==> src/rtl/aes_key_pkg.sv <==
`default_nettype none
// ============================================================================
// Module   : aes_key_pkg
// Brief    : AES-128 key-schedule constants, types, FSM states and rcon.
//            Optional macro: INV_KEY_FWD_PRECOMPUTE_EN (adds forward states).
// Revision : 1.0  initial release
// ============================================================================
package aes_key_pkg;

    localparam int NK = 4;
    localparam int NR = 10;

    typedef logic [NK*32-1:0] key_t;
    typedef logic [31:0]      word_t;

    typedef enum logic [2:0] {
        IDLE    = 3'd0,
`ifdef INV_KEY_FWD_PRECOMPUTE_EN
        FWD_SUB = 3'd1,
        FWD_MIX = 3'd2,
`endif
        READY   = 3'd3,
        INV_SUB = 3'd4,
        INV_MIX = 3'd5
    } state_t;

    // Round constant for round index r (1..10), placed in the MSB byte.
    function automatic word_t rcon(input logic [3:0] r);
        logic [7:0] b;
        case (r)
            4'd1:    b = 8'h01;
            4'd2:    b = 8'h02;
            4'd3:    b = 8'h04;
            4'd4:    b = 8'h08;
            4'd5:    b = 8'h10;
            4'd6:    b = 8'h20;
            4'd7:    b = 8'h40;
            4'd8:    b = 8'h80;
            4'd9:    b = 8'h1b;
            4'd10:   b = 8'h36;
            default: b = 8'h00;
        endcase
        return {b, 24'h000000};
    endfunction

endpackage
`default_nettype wire

==> src/rtl/rot_sub_word_sync.sv <==
`default_nettype none
// ============================================================================
// Module   : rot_sub_word_sync
// Brief    : Registered SubWord(RotWord(word_in)); one cycle of latency.
// Revision : 1.0  initial release
// ============================================================================
module rot_sub_word_sync
    import aes_key_pkg::*;
(
    input  logic  clk,
    input  logic  nreset,
    input  word_t word_in,
    output word_t word_out
);

    function automatic logic [7:0] xtime(input logic [7:0] a);
        return {a[6:0], 1'b0} ^ (a[7] ? 8'h1b : 8'h00);
    endfunction

    function automatic logic [7:0] gf_mul(input logic [7:0] a, input logic [7:0] b);
        logic [7:0] p;
        logic [7:0] aa;
        p  = 8'h00;
        aa = a;
        for (int i = 0; i < 8; i++) begin
            if (b[i]) p = p ^ aa;
            aa = xtime(aa);
        end
        return p;
    endfunction

    // S-box as GF(2^8) inverse (x^254) followed by the AES affine map.
    function automatic logic [7:0] sbox(input logic [7:0] x);
        logic [7:0] r;
        logic [7:0] p;
        r = 8'h01;
        p = x;
        for (int i = 0; i < 7; i++) begin
            p = gf_mul(p, p);
            r = gf_mul(r, p);
        end
        return r ^ {r[6:0], r[7]} ^ {r[5:0], r[7:6]} ^ {r[4:0], r[7:5]}
                 ^ {r[3:0], r[7:4]} ^ 8'h63;
    endfunction

    word_t      rot;
    logic [7:0] sub_b [4];

    assign rot = {word_in[23:0], word_in[31:24]};

    for (genvar i = 0; i < 4; i++) begin : g_sbox
        assign sub_b[i] = sbox(rot[8*i +: 8]);
    end

    always_ff @(posedge clk or negedge nreset) begin
        if (!nreset) word_out <= '0;
        else         word_out <= {sub_b[3], sub_b[2], sub_b[1], sub_b[0]};
    end

endmodule
`default_nettype wire

==> src/rtl/inv_key_stepper.sv <==
`default_nettype none
// ============================================================================
// Module   : inv_key_stepper
// Brief    : Sequential AES-128 inverse key scheduler, round 10 down to 0.
//            Optional macro: INV_KEY_FWD_PRECOMPUTE_EN (key_in is round-0 key).
// Revision : 1.0  initial release
// ============================================================================
module inv_key_stepper
    import aes_key_pkg::*;
(
    input  logic         clk,
    input  logic         nreset,
    input  logic         load,
    input  logic [127:0] key_in,
    input  logic         step,
    output logic [127:0] round_key,
    output logic [3:0]   round,
    output logic         key_valid,
    output logic         busy
);

    state_t state;
    word_t  sbox_in;
    word_t  sbox_out;

    word_t k0, k1, k2, k3;
    assign k0 = round_key[127:96];
    assign k1 = round_key[95:64];
    assign k2 = round_key[63:32];
    assign k3 = round_key[31:0];

    // Backward recurrence: current words act as w4..w7 of the next-higher round.
    word_t inv_w0, inv_w1, inv_w2, inv_w3;
    assign inv_w3 = k3 ^ k2;
    assign inv_w2 = k2 ^ k1;
    assign inv_w1 = k1 ^ k0;
    assign inv_w0 = k0 ^ sbox_out ^ rcon(round);

`ifdef INV_KEY_FWD_PRECOMPUTE_EN
    word_t fwd_w4, fwd_w5, fwd_w6, fwd_w7;
    assign fwd_w4 = k0 ^ sbox_out ^ rcon(4'(round + 4'd1));
    assign fwd_w5 = k1 ^ fwd_w4;
    assign fwd_w6 = k2 ^ fwd_w5;
    assign fwd_w7 = k3 ^ fwd_w6;
`endif

    always_comb begin
        sbox_in = inv_w3;
`ifdef INV_KEY_FWD_PRECOMPUTE_EN
        if (state == FWD_SUB) sbox_in = k3;
`endif
    end

    rot_sub_word_sync u_rot_sub (
        .clk      (clk),
        .nreset   (nreset),
        .word_in  (sbox_in),
        .word_out (sbox_out)
    );

    always_ff @(posedge clk or negedge nreset) begin
        if (!nreset) begin
            state     <= IDLE;
            round_key <= '0;
            round     <= '0;
            key_valid <= 1'b0;
            busy      <= 1'b0;
        end else if (load) begin
            round_key <= key_in;
`ifdef INV_KEY_FWD_PRECOMPUTE_EN
            state     <= FWD_SUB;
            round     <= 4'd0;
            key_valid <= 1'b0;
            busy      <= 1'b1;
`else
            state     <= READY;
            round     <= 4'(NR);
            key_valid <= 1'b1;
            busy      <= 1'b0;
`endif
        end else begin
            case (state)
                READY: begin
                    if (step && round != 4'd0) begin
                        state     <= INV_SUB;
                        key_valid <= 1'b0;
                        busy      <= 1'b1;
                    end
                end
                INV_SUB: state <= INV_MIX;
                INV_MIX: begin
                    round_key <= {inv_w0, inv_w1, inv_w2, inv_w3};
                    round     <= round - 4'd1;
                    state     <= READY;
                    key_valid <= 1'b1;
                    busy      <= 1'b0;
                end
`ifdef INV_KEY_FWD_PRECOMPUTE_EN
                FWD_SUB: state <= FWD_MIX;
                FWD_MIX: begin
                    round_key <= {fwd_w4, fwd_w5, fwd_w6, fwd_w7};
                    round     <= round + 4'd1;
                    if (round == 4'(NR - 1)) begin
                        state     <= READY;
                        key_valid <= 1'b1;
                        busy      <= 1'b0;
                    end else begin
                        state     <= FWD_SUB;
                    end
                end
`endif
                default: state <= IDLE;
            endcase
        end
    end

endmodule
`default_nettype wire

==> config.mk <==
export PLATFORM = sky130hd
export DESIGN_NAME = inv_key_stepper
export DESIGN_NICKNAME = d
export VERILOG_FILES = /design/src/rtl/aes_key_pkg.sv /design/src/rtl/rot_sub_word_sync.sv /design/src/rtl/inv_key_stepper.sv
export SDC_FILE = /design/constraint.sdc
export NUM_CORES = 2
export LEC_CHECK = 0
export ABC_CLOCK_PERIOD_IN_PS = 37100
export CORE_AREA = 2 2 476 526
export CTS_CLUSTER_DIAMETER = 120
export DETAILED_ROUTE_END_ITERATION = 6
export DIE_AREA = 0 0 478 528
export GPL_TIMING_DRIVEN = 0
export PLACE_DENSITY = 0.52
export SYNTH_ARGS = -nofsm -noshare
export SYNTH_HDL_FRONTEND = slang
export SYNTH_SLANG_ARGS = --single-unit
==> constraint.sdc <==
create_clock -name clk -period 37.1 [get_ports clk]
set_clock_uncertainty 0.2 [all_clocks]
set_input_delay 7.42 -clock clk [delete_from_list [all_inputs] [get_ports clk]]
set_output_delay 7.42 -clock clk [all_outputs]
set_load 0.01 [all_outputs]
==> metrics <==
Ys Warns=0; initial antenna violation count=11; Die Y=528 um; GRT Overall Usage=0.196; synthesized cell area=0.0664 mm^2; Async SR Flop Fraction=1.00; Initial DRC Count=6055; worst slew pin tran=1.43 ns; Max H-tree Level=4; Core Util, Final=0.299; top cells by area, synth=xnor2_1 22%, xnor3_1 9.5%, xor2_1 7.5%; Max-Cap Viols=0; Tcrit/Tclk final=0.560; final hold violations=0; setup TNS=0 ns; CTS root buffer=clkbuf_16; vias in the first global route=63800; f_max=0.0481 GHz; post-route insts no fill=12400; dpl hpwl=204000 um; CTS tree=done; CP Launch Type=register; final setup fails=0; Crit Path Class=register to register; die area=0.252 mm^2; Mean Syn Cell Area=7.54 um^2; nets=9269; Unique masters post-synth=124; global-route wire length before repair=393000 um; clk buf depth=3; Layout area overhead=11.4%; Final Max Slew Viols=0; count of state elements after synthesis=169; cell count after synthesis=8811; CP required=37.31 ns; status=complete, but fails checks; row count=192; register area=0.00423 mm^2; crit path max fanout=10; top-level I/O count=266; share of the synthesized area in the top cell type=0.215; pin count of the biggest net entering global routing=104; Num CTS Buffers=25; Vias=65700; Worst-Skew Late Latency=0.55 ns; top post-synthesis cells by count=1633 x xnor2_1, 1155 x nor2_1, 1074 x nand2_1, 570 x xor2_1, 440 x o21ai_0; EDFF count, synth=0; DRC viols=3; FILL cells=26600; Routed Wire Length=260000 um; most frequent cell after synthesis=xnor2_1; WL/cell=20.9 um; post-synth top area cell=xnor2_1; critical path arrival=21.00 ns; First-pass DRT Iterations=7; hold-fix buffers at CTS=0; failing checks=DRC; GRT overflow=0; R2R Setup Slk=16.31 ns; ratio of cells with drive above 1 in the final layout=0.0647; slew margin rel.=0.0404; Inst Count DP=12400; CP endpoint kind=register; most used cell, CP=xnor2_1; Clock transition at path regs=0.09 ns; Synth Net Count=8977; Starting Density=0.269; GP Congestion=0.948; vias per cell=5.29; postcts setup bufs=0; register area share after synthesis=0.0637; min Tclk post-route=20.79 ns; Synth Flop Type=dfrtp_1; area occupied by multi-input gates=0.0594 mm^2; Final ANT Viol Nets=0; Crit path largest cell delay=0.84 ns; PortBufs=264; CTS sink cnt=169; RSZ-0062 raised after global routing=false; worst hold path class=register to register; core area=0.247 mm^2; number of gates resized after cts=0; die width=478 um; slowest CP cell=xnor2_1
==> worst paths after layout <==
check	from	to	depth (start not counted)
worst max register to register	round_key[63]	u_rot_sub.word_out[0]	62
worst max-delay path	round_key[63]	u_rot_sub.word_out[0]	62
min in group asynchronous	nreset	u_rot_sub.word_out[22]	1
max in group asynchronous	nreset	round_key[20]	2
worst min register to register	state[0]	state[1]	1
worst min-delay path	state[0]	state[1]	1
==> cell usage in the layout (no fill, tap or decap), types with 39 or more instances in the layout <==
cell type,Yosys,final
nand3_1,228,228
a211oi_1,94,94
buf_1,46,46
nor2_1,1155,1155
o22ai_1,105,105
xor2_1,570,570
clkdlybuf4s50_1,0,263
xnor3_1,280,280
xnor2_1,1633,1633
a21oi_1,417,417
nor3_1,245,245
inv_1,70,70
and3_1,53,53
and2_1,48,48
nand2_1,1074,1074
nand2b_1,45,45
clkbuf_1,360,358
a22oi_1,47,47
nor4_1,43,43
mux2i_1,192,192
mux2_2,49,49
buf_2,111,111
o211ai_1,76,76
o21ai_1,41,41
a31oi_1,74,74
dfrtp_1,169,169
xnor2_2,111,111
xor2_2,47,47
or3_1,39,39
o21ai_0,440,440
nand4_1,68,68
==> cells by family after synthesis <==
logic type,count (synthesis),share of synthesized area
AND/OR/NAND/NOR,3165,0.209
XOR/XNOR,2737,0.461
AO/OA/AOI/OAI,1801,0.178
buffers and inverters,652,0.0415
multiplexers,252,0.0402
flip-flops,169,0.0637
adder cells (fa/ha/maj),35,0.00656
==> critical path: cells and delay by family (launching register included) <==
kind / cells / cell delay, ns
xor+xnor: 18 / 8.02
fa+ha+maj: 4 / 1.32
buf+inv: 13 / 3.85
compound gates: 16 / 3.37
flops: 1 / 0.47
simple gates: 9 / 2.46
mux: 2 / 0.93
==> state kept, by name, summed over array words and instances (netlist names) <==
name / cells
round_key: 128
state: 3
key_valid: 1
round: 4
u_rot_sub.word_out: 32
busy: 1
==> area by class of cell <==
class,instances,area share
multi-input combinational,7990,0.804
antenna,16,0.000542
tap,3298,0.0558
timing repair buffer,265,0.0362
inverter,96,0.00489
clock inverter,4,0.000643
clock buffer,28,0.00875
buffer,556,0.0325
sequential,169,0.0572
==> per-stage QoR <==
| step | cell area (um^2) | setup slack [ns] | hold WS, ns |
|---|---|---|---|
| 2_1_floorplan | 66400 | 21.14 | 0.308 |
| 3_3_place_gp | 73200 | 16.83 | 0.340 |
| 3_5_place_dp | 73200 | 16.69 | 0.358 |
| 4_1_cts | 73900 | 16.61 | 0.362 |
| 5_1_grt | 73900 | 15.19 | 0.396 |
| 6_report | 73900 | 16.31 | 0.366 |
==> routing by layer <==
layer / up-vias / share of wire / GRT usage
met5: - / 0.00010 / 0
met4: 4 / 0.065 / 0.117
met3: 506 / 0.047 / 0.0152
met2: 2367 / 0.49 / 0.340
met1: 31700 / 0.40 / 0.234
li1: 31100 / - / -
Power is not shown: default switching activity piles up to over one toggle a cycle in this logic, so the estimate is an artifact.
